**config.mk**
```make
export PLATFORM = sky130hd
export DESIGN_NAME = rom_multiport_reader
export DESIGN_NICKNAME = d
export VERILOG_FILES = /design/src/rtl/rom_reader_pkg.sv /design/src/rtl/rom_read_channel.sv /design/src/rtl/rom_multiport_reader.sv
export SDC_FILE = /design/constraint.sdc
export NUM_CORES = 1
export LEC_CHECK = 0
export ABC_CLOCK_PERIOD_IN_PS = 3500
export BUFFER_PORTS_ARGS = -buffer_cell sky130_fd_sc_hd__clkbuf_2
export CAP_MARGIN = 25
export CORE_MARGIN = 5
export CORE_UTILIZATION = 30
export CTS_CLUSTER_DIAMETER = 50
export CTS_CLUSTER_SIZE = 10
export DETAILED_ROUTE_END_ITERATION = 8
export PLACE_DENSITY_LB_ADDON = 0.15
export SKIP_LAST_GASP = 1
export SYNTH_ARGS = -nofsm -noshare
export SYNTH_HDL_FRONTEND = slang
export SYNTH_SLANG_ARGS = --single-unit
```
**constraint.sdc**
```tcl
create_clock -name clk -period 3.5 [get_ports clk]
set_input_delay 0.175 -clock clk [delete_from_list [all_inputs] [get_ports clk]]
set_output_delay 0.175 -clock clk [all_outputs]
set_load 0.01 [all_outputs]
```
**src/rtl/rom_reader_pkg.sv**
```systemverilog
// Shared types and helpers for the multi-port ROM reader.
// Holds the channel FSM state type, the default error word and address decode.
package rom_reader_pkg;

    typedef enum logic [1:0] {
        IDLE,
        WAIT,
        RESP
    } rom_state_t;

    localparam logic [31:0] ERR_DATA_DEFAULT = 32'hDEAD_BEEF;

    // Byte offset of addr from base; callers truncate to their bus width so
    // the subtraction wraps modulo 2**ADDR_WIDTH.
    function automatic logic [63:0] addr_to_index(
        input logic [63:0] addr,
        input logic [63:0] base
    );
        return addr - base;
    endfunction

endpackage

```
**src/rtl/rom_read_channel.sv**
```systemverilog
// One ROM read channel: address decode, latency counter and response FSM.
// Ports: clk_i/rst_i, req_i+addr_i request, rom_addr_o/rom_dout_i macro port,
// busy_o, rvalid_o, rerr_o, rdata_o response.
module rom_read_channel
    import rom_reader_pkg::*;
#(
    parameter int                    DATA_WIDTH  = 32,
    parameter int                    ADDR_WIDTH  = 32,
    parameter int                    DEPTH       = 1024,
    parameter int                    IDX_W       = $clog2(DEPTH),
    parameter logic [ADDR_WIDTH-1:0] BASE_ADDR   = ADDR_WIDTH'(32'h1FC0_0000),
    parameter int                    ROM_LATENCY = 1,
    parameter logic [DATA_WIDTH-1:0] ERR_DATA    = DATA_WIDTH'(ERR_DATA_DEFAULT)
) (
    input  logic                  clk_i,
    input  logic                  rst_i,
    input  logic                  req_i,
    input  logic [ADDR_WIDTH-1:0] addr_i,
    input  logic [DATA_WIDTH-1:0] rom_dout_i,
    output logic                  busy_o,
    output logic                  rvalid_o,
    output logic                  rerr_o,
    output logic [DATA_WIDTH-1:0] rdata_o,
    output logic [IDX_W-1:0]      rom_addr_o
);

    localparam int CNT_W = (ROM_LATENCY > 1) ? $clog2(ROM_LATENCY) : 1;

    rom_state_t            state_q, state_d;
    logic [CNT_W-1:0]      cnt_q, cnt_d;
    logic                  err_q, err_d;
    logic [DATA_WIDTH-1:0] rdata_q, rdata_d;
    logic [IDX_W-1:0]      idx_q, idx_d;

    logic [ADDR_WIDTH-1:0] off;
    logic [ADDR_WIDTH-1:0] word_off;
    logic                  bad;

    // Addresses below BASE_ADDR wrap to a huge offset and fail the range test.
    assign off      = ADDR_WIDTH'(addr_to_index(64'(addr_i), 64'(BASE_ADDR)));
    assign word_off = off >> 2;
    assign bad      = (off[1:0] != 2'b00) || (word_off >= ADDR_WIDTH'(DEPTH));

    always_comb begin
        state_d = state_q;
        cnt_d   = cnt_q;
        err_d   = err_q;
        rdata_d = rdata_q;
        idx_d   = idx_q;
        unique case (state_q)
            IDLE: begin
                if (req_i) begin
                    if (bad) begin
                        err_d   = 1'b1;
                        rdata_d = ERR_DATA;
                        state_d = RESP;
                    end else begin
                        err_d   = 1'b0;
                        idx_d   = word_off[IDX_W-1:0];
                        cnt_d   = CNT_W'(ROM_LATENCY - 1);
                        state_d = WAIT;
                    end
                end
            end
            WAIT: begin
                if (cnt_q == '0) begin
                    rdata_d = rom_dout_i;
                    state_d = RESP;
                end else begin
                    cnt_d = cnt_q - 1'b1;
                end
            end
            RESP: begin
                err_d   = 1'b0;
                state_d = IDLE;
            end
            default: state_d = IDLE;
        endcase
    end

    always_ff @(posedge clk_i or posedge rst_i) begin
        if (rst_i) begin
            state_q <= IDLE;
            cnt_q   <= '0;
            err_q   <= 1'b0;
            rdata_q <= '0;
            idx_q   <= '0;
        end else begin
            state_q <= state_d;
            cnt_q   <= cnt_d;
            err_q   <= err_d;
            rdata_q <= rdata_d;
            idx_q   <= idx_d;
        end
    end

    assign busy_o     = (state_q != IDLE);
    assign rvalid_o   = (state_q == RESP);
    assign rerr_o     = (state_q == RESP) && err_q;
    assign rdata_o    = rdata_q;
    assign rom_addr_o = idx_q;

endmodule

```
**src/rtl/rom_multiport_reader.sv**
```systemverilog
// Multi-port ROM front-end: NUM_PORTS independent read channels, one macro port each.
// Ports: clk/rst, per-channel req/addr in, busy/rvalid/rerr/rdata out, rom_addr/rom_dout macro.
module rom_multiport_reader
    import rom_reader_pkg::*;
#(
    parameter int                    NUM_PORTS   = 2,
    parameter int                    DATA_WIDTH  = 32,
    parameter int                    ADDR_WIDTH  = 32,
    parameter int                    DEPTH       = 1024,
    parameter logic [ADDR_WIDTH-1:0] BASE_ADDR   = ADDR_WIDTH'(32'h1FC0_0000),
    parameter int                    ROM_LATENCY = 1,
    parameter logic [DATA_WIDTH-1:0] ERR_DATA    = DATA_WIDTH'(ERR_DATA_DEFAULT),
    localparam int                   IDX_W       = $clog2(DEPTH)
) (
    input  logic                            clk,
    input  logic                            rst,
    input  logic [NUM_PORTS-1:0]            req,
    input  logic [NUM_PORTS*ADDR_WIDTH-1:0] addr,
    output logic [NUM_PORTS-1:0]            busy,
    output logic [NUM_PORTS-1:0]            rvalid,
    output logic [NUM_PORTS-1:0]            rerr,
    output logic [NUM_PORTS*DATA_WIDTH-1:0] rdata,
    output logic [NUM_PORTS*IDX_W-1:0]      rom_addr,
    input  logic [NUM_PORTS*DATA_WIDTH-1:0] rom_dout
);

    for (genvar p = 0; p < NUM_PORTS; p++) begin : g_ch
        rom_read_channel #(
            .DATA_WIDTH (DATA_WIDTH),
            .ADDR_WIDTH (ADDR_WIDTH),
            .DEPTH      (DEPTH),
            .IDX_W      (IDX_W),
            .BASE_ADDR  (BASE_ADDR),
            .ROM_LATENCY(ROM_LATENCY),
            .ERR_DATA   (ERR_DATA)
        ) u_ch (
            .clk_i     (clk),
            .rst_i     (rst),
            .req_i     (req[p]),
            .addr_i    (addr[p*ADDR_WIDTH +: ADDR_WIDTH]),
            .rom_dout_i(rom_dout[p*DATA_WIDTH +: DATA_WIDTH]),
            .busy_o    (busy[p]),
            .rvalid_o  (rvalid[p]),
            .rerr_o    (rerr[p]),
            .rdata_o   (rdata[p*DATA_WIDTH +: DATA_WIDTH]),
            .rom_addr_o(rom_addr[p*IDX_W +: IDX_W])
        );
    end

endmodule

```
==> results.json, run 1 <==
{
  "syn_avg_cell_area_um2": 10.15,
  "cts_tree": "built",
  "setup_viol": 0,
  "gr-usage-met2_pct": 26.11,
  "fin_crit_ns": 2.122,
  "tightest_slew_ns": 0.9675,
  "critPathKind": "flop to flop",
  "post_cts_buffers": 0,
  "ctsHoldBuffers": 1,
  "worst_setup_path_start_kind": "flop",
  "gp_congestion": 0.7313,
  "root_buffer": "clkbuf_16",
  "cts_sinks": 90,
  "cp.arrival_ns": 2.34,
  "cts_resized": 0,
  "num_rows": 40,
  "routedWlPerCell_um": 14.61,
  "slew_headroom_pct": 35.21,
  "rsz0062_at_grt": "no",
  "io-pin-count": 222,
  "dr.first_iter.drc_count": 175,
  "clk_latency_ns": 0.34,
  "p_leak_nw": 2.719,
  "regArea_um2": 2252,
  "met3_usage_pct": 4.039,
  "clock-skew-final_ns": 0.008285,
  "grtUsageTotal_pct": 15.08,
  "vias": 3407,
  "syn_nets": 501,
  "drc": 0,
  "hold_viol": 0,
  "routed_wl_mm": 11.06,
  "fp.dieH_um": 121.7,
  "worstPathRequired_ns": 3.72,
  "antenna_found_initial": 0,
  "ys_seq_area_share_pct": 60.16,
  "synth_top_cell_by_area": "dfrtp_1",
  "n_fill_cell": 1218,
  "cts.clk_slew.worst_paths_ns": 0.06,
  "r2r_cells": 4,
  "final_nets": 716,
  "use_met1_pct": 17.64,
  "status": "finished, final reports clean",
  "ys_types": 31,
  "cts_buffers": 9,
  "h-tree-depth": 3,
  "hold_depth": 3,
  "grt-ovfl-total": 0,
  "synth_cells": 369,
  "peakVddDrop_uv": 263.8,
  "hold_path_class": "input port to flop",
  "start_util_pct": 30.91,
  "end_kind": "flop",
  "setup_tns_ns": 0,
  "clock.fmax_mhz": 471.2,
  "p_per_area_nw_per_um2": 404.8,
  "yosysTopAreaCellShare_pct": 60.16,
  "whs_endpoint": "g_ch[1].u_ch.rdata_o[20]$_DFFE_PP0P_",
  "maxCapViolCount": 0,
  "coreArea_um2": 12110,
  "syn_area_um2": 3744,
  "multi_input_area_um2": 1370,
  "io_buffers": 221,
  "yosysWarningCount": 0,
  "clockBufferDepth": 2,
  "crit_fanout": 11,
  "worstReg2RegEnd": "g_ch[1].u_ch.rom_addr_o[5]$_DFFE_PP0P_",
  "slew_violations": 0,
  "busiest_layer": "met2",
  "grt_pass1_wl_mm": 17.71,
  "r2r_setup_slack_ns": 1.38,
  "die_area_um2": 14810,
  "vias_per_cell": 4.501,
  "firstDrtPassIters": 4,
  "timing.rr.start": "g_ch[1].u_ch.state_q[1]$_DFFE_PP0P_",
  "synth_area_leaders": "dfrtp_1 (60%), nand2_1 (6.8%), mux2_2 (6.0%)",
  "ys_seq_elements": 90,
  "drive_above_1_share_pct": 47.20,
  "insertedDiodeCount": 0,
  "grt_pass1_vias": 3568,
  "period_share_pct": 60.64,
  "syn_to_final_growth_pct": 42.75,
  "ant_nets": 0,
  "p_total_mw": 2.163,
  "hold_start": "rom_dout[52]",
  "grt_max_degree": 48,
  "dpl.hpwl_mm": 8.397,
  "die_w_um": 121.7
}
cells in the final DEF, fill, tap and decap left out, types with 2 or more instances in the layout:
cell type    n
clkbuf_8     2
clkbuf_1     3
or2_2        2
clkbuf_2   221
nor4b_1      2
nor4_1       5
buf_4        6
nor2_1      53
o21ai_0      3
clkbuf_16    9
mux2_2      20
and2_1      10
clkinv_2     2
nand2_1     68
nor2b_2      2
a21oi_1     32
dfrtp_1     90
nand3_1     25
nand2b_1     3
nand4_1      4
a31o_2       8
nor4bb_1     2
state kept, by name, indices dropped and copies added, names as in the netlist:
register	cells
g_ch.u_ch.rom_addr_o	20
g_ch.u_ch.rdata_o	64
g_ch.u_ch.state_q	4
g_ch.u_ch.err_q	2
Yosys cell counts, drive strengths merged:
cell type,n
a21oi,32
a31o,8
and2,10
and4b,1
buf,8
clkbuf,18
dfrtp,90
inv,2
mux2,20
nand2,68
nand2b,3
nand3,25
nand4,4
nand4bb,1
nor2,53
nor2b,3
nor3b,1
nor4,6
nor4b,2
nor4bb,2
o211ai,1
o21a,1
o21ai,4
o21bai,1
o31ai,1
or2,2
or4,1
xor2,1
layout make-up:
type	instances	area share, %
Inverter	2	0.1639
Multi-Input combinational cell	251	25.64
Clock inverter	2	0.6556
Sequential cell	90	42.14
Timing Repair Buffer	230	22.52
Tap cell	168	3.934
Clock buffer	14	4.940
critical path: stages, from the launching register on:
cell	delay [ns]
dfrtp_1	0.41
nor3b_1	0.38
nand4_1	0.14
nor2_1	0.67
mux2_2	0.42
per-stage QoR:
stage,setup slack (ns),utilization [%],instance area (um^2),hold WS [ns],std cells
floorplan,0.9897,-,3744,0.3057,369
global placement,1.426,41.22,4992,0.3434,738
detailed placement,1.348,41.57,5035,0.3461,740
CTS,1.330,44.12,5344,0.03409,757
global route,1.184,44.12,5344,0.05007,757
finish,1.378,44.12,5344,0.05215,757
worst max path at each step:
stage	from	endpoint	slack (ns)
2_1_floorplan	rst	g_ch[0].u_ch.err_q$_DFFE_PP0P_	0.99
3_3_place_gp	g_ch[1].u_ch.state_q[1]$_DFFE_PP0P_	g_ch[1].u_ch.rom_addr_o[9]$_DFFE_PP0P_	1.43
3_5_place_dp	g_ch[1].u_ch.state_q[1]$_DFFE_PP0P_	g_ch[1].u_ch.rom_addr_o[5]$_DFFE_PP0P_	1.35
4_1_cts	g_ch[1].u_ch.state_q[1]$_DFFE_PP0P_	g_ch[1].u_ch.rom_addr_o[5]$_DFFE_PP0P_	1.33
5_1_grt	g_ch[1].u_ch.state_q[0]$_DFFE_PP0P_	g_ch[1].u_ch.rom_addr_o[2]$_DFFE_PP0P_	1.18
6_report	g_ch[1].u_ch.state_q[1]$_DFFE_PP0P_	g_ch[1].u_ch.rom_addr_o[5]$_DFFE_PP0P_	1.38
power breakdown:
group / switching [mW] / internal, mW / total, mW
Combinational: 0.0724 / 0.0704 / 0.143
Sequential: 0.00311 / 1.04 / 1.05
Clock: 0.380 / 0.592 / 0.973
Total: 0.456 / 1.71 / 2.16
kinds of logic after synthesis:
family,after synthesis,share of synthesized area [%]
buffers and inverters,28,3.476
AOI/OAI and AO/OA,48,7.487
muxes,20,6.016
and+or+nand+nor,182,22.63
DFF,90,60.16
xor gates and xnor gates,1,0.2340
per-layer routing:
| metal | share of wire (%) | wire (um) |
|---|---|---|
| met1 | 40 | 4408 |
| met2 | 50 | 5576 |
| met3 | 7.7 | 852 |
| met4 | 2.0 | 225 |
| met5 | 0 | 0 |
No activity file was read; power rests on OpenSTA's default activity.
==> run 2, diff against run 1 <==
ABC_AREA = 1   (was default)
ABC_CLOCK_PERIOD_IN_PS = 2100   (was 3500)
clock period = 2.1 ns   (was 3.5 ns; I/O delays follow)
==> run 2 against run 1 <==
First-iteration DRC count is 26% higher. Synthesized cell count grew 42%. Total power increased by 93%. Largest cell class unchanged.
==> results.json, run 2 <==
{
  "syn_area_um2": 4189,
  "hold_viol": 0,
  "async_flop_share_pct": 100.0,
  "synth_cells": 523,
  "worst_setup_path_start_kind": "flop",
  "p_clk_share_pct": 43.9,
  "maxCapViolCount": 0,
  "routed_wl_mm": 12.38,
  "slew_violations": 0,
  "grt-ovfl-total": 0,
  "coreArea_um2": 13770,
  "p_per_area_nw_per_um2": 677.0,
  "fin_crit_ns": 1.575,
  "p_sw_share_pct": 22.92,
  "synthMuxAreaShare_pct": 0,
  "end_kind": "flop",
  "routedWlPerCell_um": 12.91,
  "hold_start": "rom_dout[21]",
  "vias": 4204,
  "p_leak_nw": 3.354,
  "syn_nets": 655,
  "status": "finished, final reports clean",
  "seqPwrFrac_pct": 43.9,
  "fin_area_um2": 6175,
  "ys_seq_elements": 90,
  "firstDrtPassIters": 4,
  "whs_ns": 0.01610,
  "grt_max_degree": 91,
  "netSwitchingPower_mw": 0.9582,
  "synth_xor_area_share_pct": 0.2091,
  "largest_reg_flops": 64,
  "hold_path_class": "input port to flop",
  "yosysMostFrequentCell": "nand2_1",
  "synth-edff-count": 0,
  "slew_headroom_pct": 67.17,
  "root_buffer": "clkbuf_16",
  "ys_types": 23,
  "clk_latency_ns": 0.34,
  "ys_seq_area_share_pct": 53.76,
  "yosysWarningCount": 0,
  "insertedDiodeCount": 0,
  "critPathKind": "flop to flop",
  "die_area_um2": 16430,
  "synth_top_cell_by_area": "dfrtp_1",
  "ant_nets": 0,
  "grt_pass1_vias": 4244,
  "intPower_mw": 3.222,
  "fp.dieH_um": 128.2,
  "synth_top_family_by_area": "simple AND/OR/NAND/NOR gates",
  "syn_to_final_growth_pct": 47.40,
  "syn_avg_cell_area_um2": 8.010,
  "synth_fa_ha_area_share_pct": 0,
  "period_share_pct": 75.01,
  "yosys.area_share.simple_pct": 37.54,
  "io_buffers": 221,
  "crit_fanout": 25,
  "io-pin-count": 222,
  "peakVddDrop_uv": 417.4,
  "rsz0062_at_grt": "no",
  "final_cell_mix": "clkbuf_2 (221), nand2_1 (145), nor2_1 (101)",
  "grtUsageTotal_pct": 14.99,
  "comb_power_share_pct": 12.2,
  "yosysTopAreaCellShare_pct": 53.76,
  "layout_commonest_cell": "clkbuf_2",
  "tightest_slew_ns": 0.4924,
  "cts_sinks": 90,
  "die_w_um": 128.2,
  "synth_commonest_cells": "nand2_1 (145), nor2_1 (101), dfrtp_1 (90)",
  "timing.rr.start": "g_ch[0].u_ch.state_q[1]$_DFFE_PP0P_",
  "num_rows": 43,
  "worstPathRequired_ns": 2.37,
  "cts_buffers": 9,
  "dpl.hpwl_mm": 9.307,
  "utilization_pct": 44.83,
  "synth-compound-area-share_pct": 1.583,
  "clock.fmax_mhz": 634.8,
  "drc": 0,
  "setup_viol": 0,
  "place_area_um2": 5463,
  "dr.first_iter.drc_count": 221,
  "gp_congestion": 0.8210,
  "n_fill_cell": 1435,
  "ys.flop_type": "dfrtp_1",
  "h-tree-depth": 3,
  "final_nets": 907,
  "setup_tns_ns": 0,
  "synth_area_leaders": "dfrtp_1 (54%), nand2_1 (13%), nor2_1 (9.1%)",
  "grt_pass1_wl_mm": 19.94,
  "clockBufferDepth": 2,
  "antenna_found_initial": 0,
  "crit_start": "g_ch[0].u_ch.state_q[1]$_DFFE_PP0P_",
  "vias_per_cell": 4.384,
  "cts_tree": "built",
  "cts.clk_slew.worst_paths_ns": 0.06,
  "start_util_pct": 30.41,
  "cp.arrival_ns": 1.84,
  "drive_above_1_share_pct": 37.87,
  "clock-skew-final_ns": 0.008783
}
run 2: cell types whose count changed after synthesis, sizes merged, moves of 3 or more:
cell / previous run / this run
buf: 8 / 16
a31o: 8 / 0
or2: 2 / 24
nand2b: 3 / 0
nor2b: 3 / 0
o21ai: 4 / 11
a21oi: 32 / 1
nor2: 53 / 106
clkbuf: 18 / 12
mux2: 20 / 0
inv: 2 / 31
nand2: 68 / 163
and2: 10 / 1
nand3: 25 / 57
run 2: final timing paths:
path	to	slack (ns)	depth (start not counted)
max	g_ch[0].u_ch.rdata_o[21]$_DFFE_PP0P_	0.52	5
min	g_ch[0].u_ch.rdata_o[21]$_DFFE_PP0P_	0.02	3
max reg2reg	g_ch[0].u_ch.rdata_o[21]$_DFFE_PP0P_	0.52	5
min reg2reg	g_ch[1].u_ch.rom_addr_o[7]$_DFFE_PP0P_	0.47	2
max in group asynchronous	g_ch[1].u_ch.state_q[1]$_DFFE_PP0P_	1.27	4
min in group asynchronous	g_ch[0].u_ch.rom_addr_o[3]$_DFFE_PP0P_	0.45	4
run 2: area by class of cell:
type	count	area [um^2]	share of cell area, %
flip-flops and latches	90	2252	36.47
repair buffers	269	1584	25.65
inverters	32	123.9	2.006
multi-input cells	373	1648	26.69
clock inverters	5	102.6	1.662
clock buffers	10	239.0	3.870
well taps	180	225.2	3.647
run 2: worst max-delay path, stage by stage, from the launching register on:
cell	delay, ns
dfrtp_1	0.41
nor2_2	0.34
clkinv_1	0.16
nand2_2	0.40
nor2_1	0.09
nor2_1	0.10
run 2: kinds of logic after synthesis:
family | Yosys count
simple gates | 359
flops | 90
buf+inv | 60
compound gates | 13
xor+xnor | 1
run 2: what timing repair did:
action                                 CTS  global route
gates resized for setup                  0             0
endpoints found under the hold margin  126             0
buffers inserted                         0             0
hold buffers                            37             0
run 2: power groups by stage:
| stage | Clock (mW) | Sequential, mW | Combinational, mW |
|---|---|---|---|
| global route | 1.97 | 1.84 | 0.576 |
| global placement | 0 | 1.87 | 0.454 |
| CTS | 1.90 | 1.84 | 0.519 |
| detailed placement | 0 | 1.87 | 0.462 |
| finish | 1.84 | 1.84 | 0.509 |
| floorplan | 0 | 1.89 | 0.205 |
run 2: metal layers:
metal | up-vias | share of wire, % | routed length [um] | GRT usage, %
met5 | - | 0 | 0 | 0
met4 | 0 | 0.95 | 117 | 4.120
met3 | 12 | 8.6 | 1070 | 4.625
met2 | 163 | 48 | 5882 | 25.32
met1 | 1915 | 43 | 5307 | 18.56
li1 | 2114 | - | - | -
run 2: metrics by stage:
stage	power (mW)	cells	setup slack (ns)
finish	4.180	959	0.5248
global route	4.388	959	0.3229
CTS	4.250	959	0.5134
detailed placement	2.327	907	0.4293
global placement	2.322	907	0.4812
floorplan	2.092	523	0.6984
